## src/rtl/mul_div_if.sv

```systemverilog
// Handshake and HI/LO bundle between the EX stage and the multiply/divide unit.
interface mul_div_if #(
  parameter int unsigned WIDTH = 32
) ();
  logic             start;
  logic [1:0]       op;
  logic [WIDTH-1:0] a;
  logic [WIDTH-1:0] b;
  logic             mthi;
  logic             mtlo;
  logic [WIDTH-1:0] wdata;
  logic             busy;
  logic             done;
  logic [WIDTH-1:0] hi;
  logic [WIDTH-1:0] lo;

  modport master (
    output start, op, a, b, mthi, mtlo, wdata,
    input  busy, done, hi, lo
  );

  modport slave (
    input  start, op, a, b, mthi, mtlo, wdata,
    output busy, done, hi, lo
  );
endinterface

```

## src/rtl/mul_div_unit.sv

```systemverilog
// Iterative radix-2 multiply/divide unit owning the HI/LO registers.
// Operands are reduced to magnitudes at launch; signs are restored when the result is written.
module mul_div_unit #(
  parameter int unsigned WIDTH = 32
) (
  input logic       clk,
  input logic       rst,
  mul_div_if.slave  bus
);

  localparam int unsigned CntW = $clog2(WIDTH);

  typedef enum logic [1:0] {StIdle, StRun, StFin} state_e;

  state_e state_q, state_d;

  logic [CntW-1:0]  cnt_q, cnt_d;
  // acc: product upper half / partial remainder; sh: multiplier / dividend-quotient shifter
  logic [WIDTH-1:0] acc_q, acc_d;
  logic [WIDTH-1:0] sh_q, sh_d;
  logic [WIDTH-1:0] opnd_q, opnd_d;   // multiplicand or divisor magnitude
  logic             div_q, div_d;
  logic             sa_q, sa_d;       // first operand negative (signed ops only)
  logic             sb_q, sb_d;
  logic [WIDTH-1:0] hi_q, hi_d;
  logic [WIDTH-1:0] lo_q, lo_d;
  logic             done_q, done_d;

  logic             sgn_in, sa_in, sb_in;
  logic [WIDTH-1:0] mag_a, mag_b;
  logic [WIDTH:0]   mul_sum;
  logic [WIDTH:0]   div_shift;
  logic [WIDTH-1:0] div_rem;
  logic             div_ok;
  logic [2*WIDTH-1:0] prod, prod_fix;
  logic [WIDTH-1:0] quo_fix, rem_fix;

  // FSM state register
  always_ff @(posedge clk) begin
    if (rst) begin
      state_q <= StIdle;
    end else begin
      state_q <= state_d;
    end
  end

  // FSM next state: WIDTH steps in StRun, then one write-back cycle in StFin
  always_comb begin
    state_d = state_q;
    unique case (state_q)
      StIdle: if (bus.start) state_d = StRun;
      StRun:  if (cnt_q == CntW'(WIDTH - 1)) state_d = StFin;
      StFin:  state_d = StIdle;
      default: state_d = StIdle;
    endcase
  end

  // FSM outputs
  always_comb begin
    bus.busy = (state_q != StIdle);
  end

  // Operand conditioning, one iteration step and the final sign fixup
  always_comb begin
    sgn_in = ~bus.op[0];
    sa_in  = sgn_in & bus.a[WIDTH-1];
    sb_in  = sgn_in & bus.b[WIDTH-1];
    // -0x80000000 wraps to 0x80000000, which read unsigned is the correct magnitude
    mag_a  = sa_in ? -bus.a : bus.a;
    mag_b  = sb_in ? -bus.b : bus.b;

    mul_sum   = {1'b0, acc_q} + {1'b0, (sh_q[0] ? opnd_q : {WIDTH{1'b0}})};
    div_shift = {acc_q, sh_q[WIDTH-1]};
    div_ok    = (div_shift >= {1'b0, opnd_q});
    // Only used when div_ok, where the true difference is below 2^WIDTH
    div_rem   = div_shift[WIDTH-1:0] - opnd_q;

    prod     = {acc_q, sh_q};
    prod_fix = (sa_q ^ sb_q) ? -prod : prod;
    quo_fix  = (sa_q ^ sb_q) ? -sh_q : sh_q;
    rem_fix  = sa_q ? -acc_q : acc_q;
  end

  // Datapath and HI/LO next state
  always_comb begin
    cnt_d  = cnt_q;
    acc_d  = acc_q;
    sh_d   = sh_q;
    opnd_d = opnd_q;
    div_d  = div_q;
    sa_d   = sa_q;
    sb_d   = sb_q;
    hi_d   = hi_q;
    lo_d   = lo_q;
    done_d = 1'b0;
    unique case (state_q)
      StIdle: begin
        if (bus.mthi) hi_d = bus.wdata;
        if (bus.mtlo) lo_d = bus.wdata;
        if (bus.start) begin
          cnt_d  = '0;
          acc_d  = '0;
          div_d  = bus.op[1];
          sa_d   = sa_in;
          sb_d   = sb_in;
          sh_d   = bus.op[1] ? mag_a : mag_b;
          opnd_d = bus.op[1] ? mag_b : mag_a;
        end
      end
      StRun: begin
        cnt_d = cnt_q + CntW'(1);
        if (div_q) begin
          acc_d = div_ok ? div_rem : div_shift[WIDTH-1:0];
          sh_d  = {sh_q[WIDTH-2:0], div_ok};
        end else begin
          acc_d = mul_sum[WIDTH:1];
          sh_d  = {mul_sum[0], sh_q[WIDTH-1:1]};
        end
      end
      StFin: begin
        done_d = 1'b1;
        if (div_q) begin
          // Zero divisor: every trial subtract succeeds, so the remainder is the dividend
          lo_d = (opnd_q == '0) ? {WIDTH{1'b1}} : quo_fix;
          hi_d = rem_fix;
        end else begin
          hi_d = prod_fix[2*WIDTH-1:WIDTH];
          lo_d = prod_fix[WIDTH-1:0];
        end
      end
      default: ;
    endcase
  end

  // Datapath and HI/LO registers
  always_ff @(posedge clk) begin
    if (rst) begin
      cnt_q  <= '0;
      acc_q  <= '0;
      sh_q   <= '0;
      opnd_q <= '0;
      div_q  <= 1'b0;
      sa_q   <= 1'b0;
      sb_q   <= 1'b0;
      hi_q   <= '0;
      lo_q   <= '0;
      done_q <= 1'b0;
    end else begin
      cnt_q  <= cnt_d;
      acc_q  <= acc_d;
      sh_q   <= sh_d;
      opnd_q <= opnd_d;
      div_q  <= div_d;
      sa_q   <= sa_d;
      sb_q   <= sb_d;
      hi_q   <= hi_d;
      lo_q   <= lo_d;
      done_q <= done_d;
    end
  end

  assign bus.done = done_q;
  assign bus.hi   = hi_q;
  assign bus.lo   = lo_q;

endmodule

```

## src/flat_wrapper.sv

```systemverilog
// flat-port wrapper written by rule: the top's interface ports become plain ports
module mul_div_unit_flat 
#(
  parameter int unsigned WIDTH = 32
)
  (clk, rst, bus_start, bus_op, bus_a, bus_b, bus_mthi, bus_mtlo, bus_wdata, bus_busy, bus_done, bus_hi, bus_lo);
  mul_div_if #(.WIDTH(WIDTH)) bus_i ();
  input logic clk;
  input logic rst;
  input wire logic [$bits(bus_i.start)-1:0] bus_start;
  input wire logic [$bits(bus_i.op)-1:0] bus_op;
  input wire logic [$bits(bus_i.a)-1:0] bus_a;
  input wire logic [$bits(bus_i.b)-1:0] bus_b;
  input wire logic [$bits(bus_i.mthi)-1:0] bus_mthi;
  input wire logic [$bits(bus_i.mtlo)-1:0] bus_mtlo;
  input wire logic [$bits(bus_i.wdata)-1:0] bus_wdata;
  output wire logic [$bits(bus_i.busy)-1:0] bus_busy;
  output wire logic [$bits(bus_i.done)-1:0] bus_done;
  output wire logic [$bits(bus_i.hi)-1:0] bus_hi;
  output wire logic [$bits(bus_i.lo)-1:0] bus_lo;
  assign bus_i.start = bus_start;
  assign bus_i.op = bus_op;
  assign bus_i.a = bus_a;
  assign bus_i.b = bus_b;
  assign bus_i.mthi = bus_mthi;
  assign bus_i.mtlo = bus_mtlo;
  assign bus_i.wdata = bus_wdata;
  assign bus_busy = bus_i.busy;
  assign bus_done = bus_i.done;
  assign bus_hi = bus_i.hi;
  assign bus_lo = bus_i.lo;
  mul_div_unit #(.WIDTH(WIDTH)) u_core (.clk(clk), .rst(rst), .bus(bus_i));
endmodule
```

## config.mk

```make
export PLATFORM = sky130hd
export DESIGN_NAME = mul_div_unit_flat
export DESIGN_NICKNAME = d
export VERILOG_FILES = /design/src/rtl/mul_div_if.sv /design/src/rtl/mul_div_unit.sv /design/src/flat_wrapper.sv
export SDC_FILE = /design/constraint.sdc
export NUM_CORES = 1
export LEC_CHECK = 0
export CAP_MARGIN = 20
export CORE_MARGIN = 3
export CORE_UTILIZATION = 45
export CTS_CLUSTER_SIZE = 14
export DETAILED_ROUTE_END_ITERATION = 6
export PLACE_DENSITY = 0.66
export SYNTH_ARGS = -nofsm -noshare
export SYNTH_HDL_FRONTEND = slang
export SYNTH_SLANG_ARGS = --single-unit
```

## constraint.sdc

```tcl
create_clock -name clk -period 7.3 [get_ports clk]
set_input_delay 1.095 -clock clk [delete_from_list [all_inputs] [get_ports clk]]
set_output_delay 1.095 -clock clk [all_outputs]
set_load 0.03 [all_outputs]
```

==> results.py <==
metrics = {
    "route": {
        "wl_per_cell_um": 22.03,
        "drt.antenna.violating_nets": 0,
        "drc_errors": 0,
        "routed_wirelength_mm": 56.01,
        "vias_per_cell": 6.331,
        "total_via_count_after_detailed_routing": 16094,
        "drt_first_pass_iters": 6,
        "drt_iter0_drcs": 2082,
    },
    "floorplanning": {
        "rows": 65,
        "die_height_um": 187.7,
        "dieWidth_um": 187.7,
        "core-area_um2": 32040,
        "boundaryPins": 169,
        "die-area_um2": 35240,
        "initial_utilization_pct": 46.37,
    },
    "worst_setup_path": {
        "critPathArrivalTime_ns": 4.54,
        "type_of_origin_of_the_critical_path": "flip-flop",
        "timing.critical_path.slowest_stage_cell": "sky130_fd_sc_hd__o21ai_2",
        "critical_path_peak_fanout": 13,
        "cpMostUsedCell": "sky130_fd_sc_hd__o21ai_0",
        "worst_setup_path_end_kind": "flip-flop",
        "timing.critical_path.slowest_cell_delay_ns": 0.76,
        "cp.buffers_inverters": 1,
        "r2r_setup_slack_ns": 3.04,
        "r2r_cells": 11,
        "crit-reg2reg-launch": "u_core.acc_q[13]",
        "end_point_of_the_critical_path": "u_core.acc_q[14]",
        "crit_path_cell_trace": "ha_1 -> and2_1 -> and4_1 -> o311ai_0 -> o21ai_0 -> a21boi_0 -> o21ai_2 -> buf_4 -> mux2_2 -> a21oi_1 -> o21ai_0",
        "crit_start": "u_core.acc_q[13]",
        "critical_path_depth": 11,
        "cp_top_family": "compound AO/OA/AOI/OAI gates",
        "worstSetupPathType": "reg2reg",
        "timing.critical_path.required_ns": 7.58,
        "timing.rr.end": "u_core.acc_q[14]",
    },
    "finish": {
        "layout.cells.most_common_list": "sky130_fd_sc_hd__nor2_1 (219), sky130_fd_sc_hd__a21oi_1 (213), sky130_fd_sc_hd__nand2_1 (207), sky130_fd_sc_hd__dfxtp_1 (170), sky130_fd_sc_hd__clkdlybuf4s50_1 (166)",
        "design.final.nets": 2269,
        "ff_latch_area_um2": 3427,
        "final_core_utilization_pct": 54.13,
        "fillCellCount": 3160,
        "post_route_cells_drive_above_1_share_pct": 5.078,
        "layout_commonest_cell": "sky130_fd_sc_hd__nor2_1",
        "multi_input_comb_area_um2": 10670,
        "antenna_cells_inserted": 0,
        "area_growth_pct": 16.73,
    },
    "cts": {
        "cts_tree": "built",
        "tritoncts_num_sinks": 171,
        "ctsHoldBuffers": 0,
        "clock_tree.buffer_depth": 2,
        "post_cts_buffers": 0,
        "htreeDepth": 4,
        "later_pin_clock_latency_in_the_skew_report_ns": 0.45,
        "clock_pin_slew_worst_setup_and_hold_paths_ns": 0.08,
        "clk_root_buffer_cell": "sky130_fd_sc_hd__clkbuf_16",
        "post_cts_resize_count": 0,
        "cts_buffers": 17,
    },
    "timing": {
        "setup_tns_ns": 0,
        "slew_viols_final": 0,
        "worst_pin_slew_ns": 1.097,
        "worst_slew_margin_rel_pct": 26.68,
        "finalCriticalPeriod_ns": 4.264,
        "clock.fmax_mhz": 234.5,
        "final-hold-violation-count": 0,
        "finalSetupViolCount": 0,
        "clock_skew_ns": 0.01960,
        "rsz0062_at_grt": "no",
        "final.period_utilization_pct": 58.41,
    },
    "grt": {
        "grt_antenna_before_repair": 1,
        "grt_start_max_net_pins": 80,
        "met1_usage_pct": 43.32,
        "use_met2_pct": 46.07,
        "grt_use_met3_pct": 4.262,
        "globalRouteOverflowTotal": 0,
        "global_route.usage.total_pct": 30.41,
        "number_of_global_route_vias_before_repair": 14824,
        "top_usage_layer": "met2",
        "grt_first_pass_wirelength_mm": 85.73,
    },
    "power_and_ir_drop": {
        "power.net_switching_mw": 1.245,
        "netSwitchingFraction_pct": 39.40,
        "power.density_nw_per_um2": 182.2,
        "clockPowerShare_pct": 30.8,
        "internal_pwr_total_mw": 1.915,
        "seq_pwr_share_pct": 34.8,
        "vdd_ir_drop_max_uv": 169.4,
        "total_leakage_power_nw": 6.692,
        "combPwrFrac_pct": 34.4,
    },
    "synth": {
        "synth-edff-count": 0,
        "synth.area.mux_share_pct": 4.118,
        "ys_ff_latch": 171,
        "post_synth_xor_area_fraction_pct": 10.20,
        "synth_top_family_by_area": "compound AO/OA/AOI/OAI gates",
        "synth_compound_area_share_pct": 29.63,
        "synth_area_in_adders_pct": 6.164,
        "synth_net_count": 2203,
        "asyncSetResetFlopFracSynth_pct": 0,
        "synth_warnings": 0,
        "syn-instance-count": 2028,
        "synth.cell_area_um2": 14860,
        "dominantRegCellSynth": "sky130_fd_sc_hd__dfxtp_1",
        "synth_simple_gate_area_share_pct": 21.46,
        "syn_area_per_cell_um2": 7.327,
        "seq_area_frac_synth_pct": 23.04,
        "synth_cell_types": 83,
    },
    "flow_run": {
        "drv.max_cap_violation_count": 0,
    },
    "placed_design": {
        "post-dp-hpwl_mm": 43.07,
        "gp_congestion": 0.9633,
        "number_of_i_o_port_buffers": 168,
    },
    "worst_hold_path": {
        "hold_removal_path_class": "reg2reg",
    },
    "status": {
        "run_status": "finished, final reports clean",
    },
}
## synthesized netlist by cell type (all sizes together), types with 6 or more instances
library cell,instances,area (um^2)
nor4,31,227.7
a221o,8,80.08
o21ai,122,614.3
a21oi,214,1075
a211oi,78,585.6
nor2b,19,118.9
ha,70,875.8
inv,67,251.5
nand4,17,112.6
or4,15,120.1
a22o,12,105.1
or2,11,68.82
a2111oi,6,52.55
a311oi,7,61.31
buf,22,98.84
nand2b,14,87.58
nor2,219,822.0
o221ai,33,289.0
o21a,11,82.58
a21o,34,255.2
clkbuf,120,450.4
nand3,25,130.1
and3,13,81.33
or3,18,117.6
a31oi,22,137.6
a21boi,7,52.55
o41ai,10,106.4
mux2,9,101.4
a221oi,12,105.1
a32oi,7,61.31
dfxtp,171,3423
o31ai,23,182.7
nor3,47,240.2
nand2,208,780.8
o211ai,29,217.7
and2,7,43.80
mux2i,51,510.5
xnor2,81,709.4
xor2,92,805.8
## layer usage
metal	vias up	wire length (um)	part of all wire [%]
met3	121	4977	8.9
met2	848	23910	43
met5	-	0	0
met1	7557	24690	44
met4	0	2434	4.3
li1	7568	-	-
## per-stage QoR
stage / hold WS [ns] / total power [mW] / setup WS [ns] / cell area (um^2) / instances
finish: 0.4548 / 3.160 / 3.036 / 17350 / 2542
global route: 0.4755 / 3.291 / 2.736 / 17350 / 2542
CTS: 0.4570 / 3.136 / 3.176 / 17330 / 2541
detailed placement: 0.4464 / 2.179 / 3.127 / 16710 / 2509
global placement: 0.4412 / 2.173 / 3.192 / 16710 / 2509
floorplan: 0.4287 / 1.803 / 3.851 / 14860 / 2028
## sequential cells by signal, summed over array words and instances, names as in the netlist, 2 cells and up
register	flops
u_core.acc_q	32
u_core.bus.hi	32
u_core.bus.lo	32
u_core.opnd_q	32
u_core.sh_q	32
u_core.cnt_q	5
u_core.state_q	2
## worst min path at each step
| stage | end | depth (start not counted) | startpoint | slack (ns) |
|---|---|---|---|---|
| finish | u_core.bus.lo[19] | 2 | u_core.bus.lo[19] | 0.45 |
| global placement | u_core.opnd_q[19] | 2 | u_core.opnd_q[19] | 0.44 |
| global route | u_core.bus.lo[7] | 2 | u_core.bus.lo[7] | 0.48 |
| floorplan | u_core.cnt_q[3] | 1 | u_core.cnt_q[3] | 0.43 |
| detailed placement | u_core.bus.lo[3] | 2 | u_core.bus.lo[3] | 0.45 |
| CTS | u_core.bus.lo[3] | 2 | u_core.bus.lo[3] | 0.46 |
## worst min-delay path: stages (launching register included)
cell	delay [ns]
sky130_fd_sc_hd__dfxtp_1	0.31
sky130_fd_sc_hd__nand2_1	0.05
sky130_fd_sc_hd__a21oi_1	0.05
## final cells by class
| type | count | share of cell area [%] |
|---|---|---|
| flip-flops and latches | 171 | 19.76 |
| well taps | 435 | 3.138 |
| inverters | 67 | 1.450 |
| clock buffers | 17 | 2.453 |
| repair buffers | 189 | 10.60 |
| multi-input cells | 1648 | 61.49 |
| clock inverters | 15 | 1.111 |
## cell families (layout without fill, tap and decap cells)
kind of cell / after synthesis / count (layout)
compound gates: 675 / 675
xor+xnor: 173 / 173
fa+ha+maj: 72 / 72
buf+inv: 209 / 288
flops: 171 / 171
mux: 60 / 60
simple gates: 668 / 668
## power by group through the flow
| stage | Combinational (mW) | Clock, mW | Sequential [mW] |
|---|---|---|---|
| 2_1_floorplan | 0.700 | 0 | 1.10 |
| 3_3_place_gp | 1.06 | 0 | 1.11 |
| 3_5_place_dp | 1.06 | 0 | 1.12 |
| 4_1_cts | 1.07 | 0.974 | 1.09 |
| 5_1_grt | 1.17 | 1.01 | 1.11 |
| 6_report | 1.09 | 0.972 | 1.10 |
Note: power is estimated with default switching activity, not from simulation.
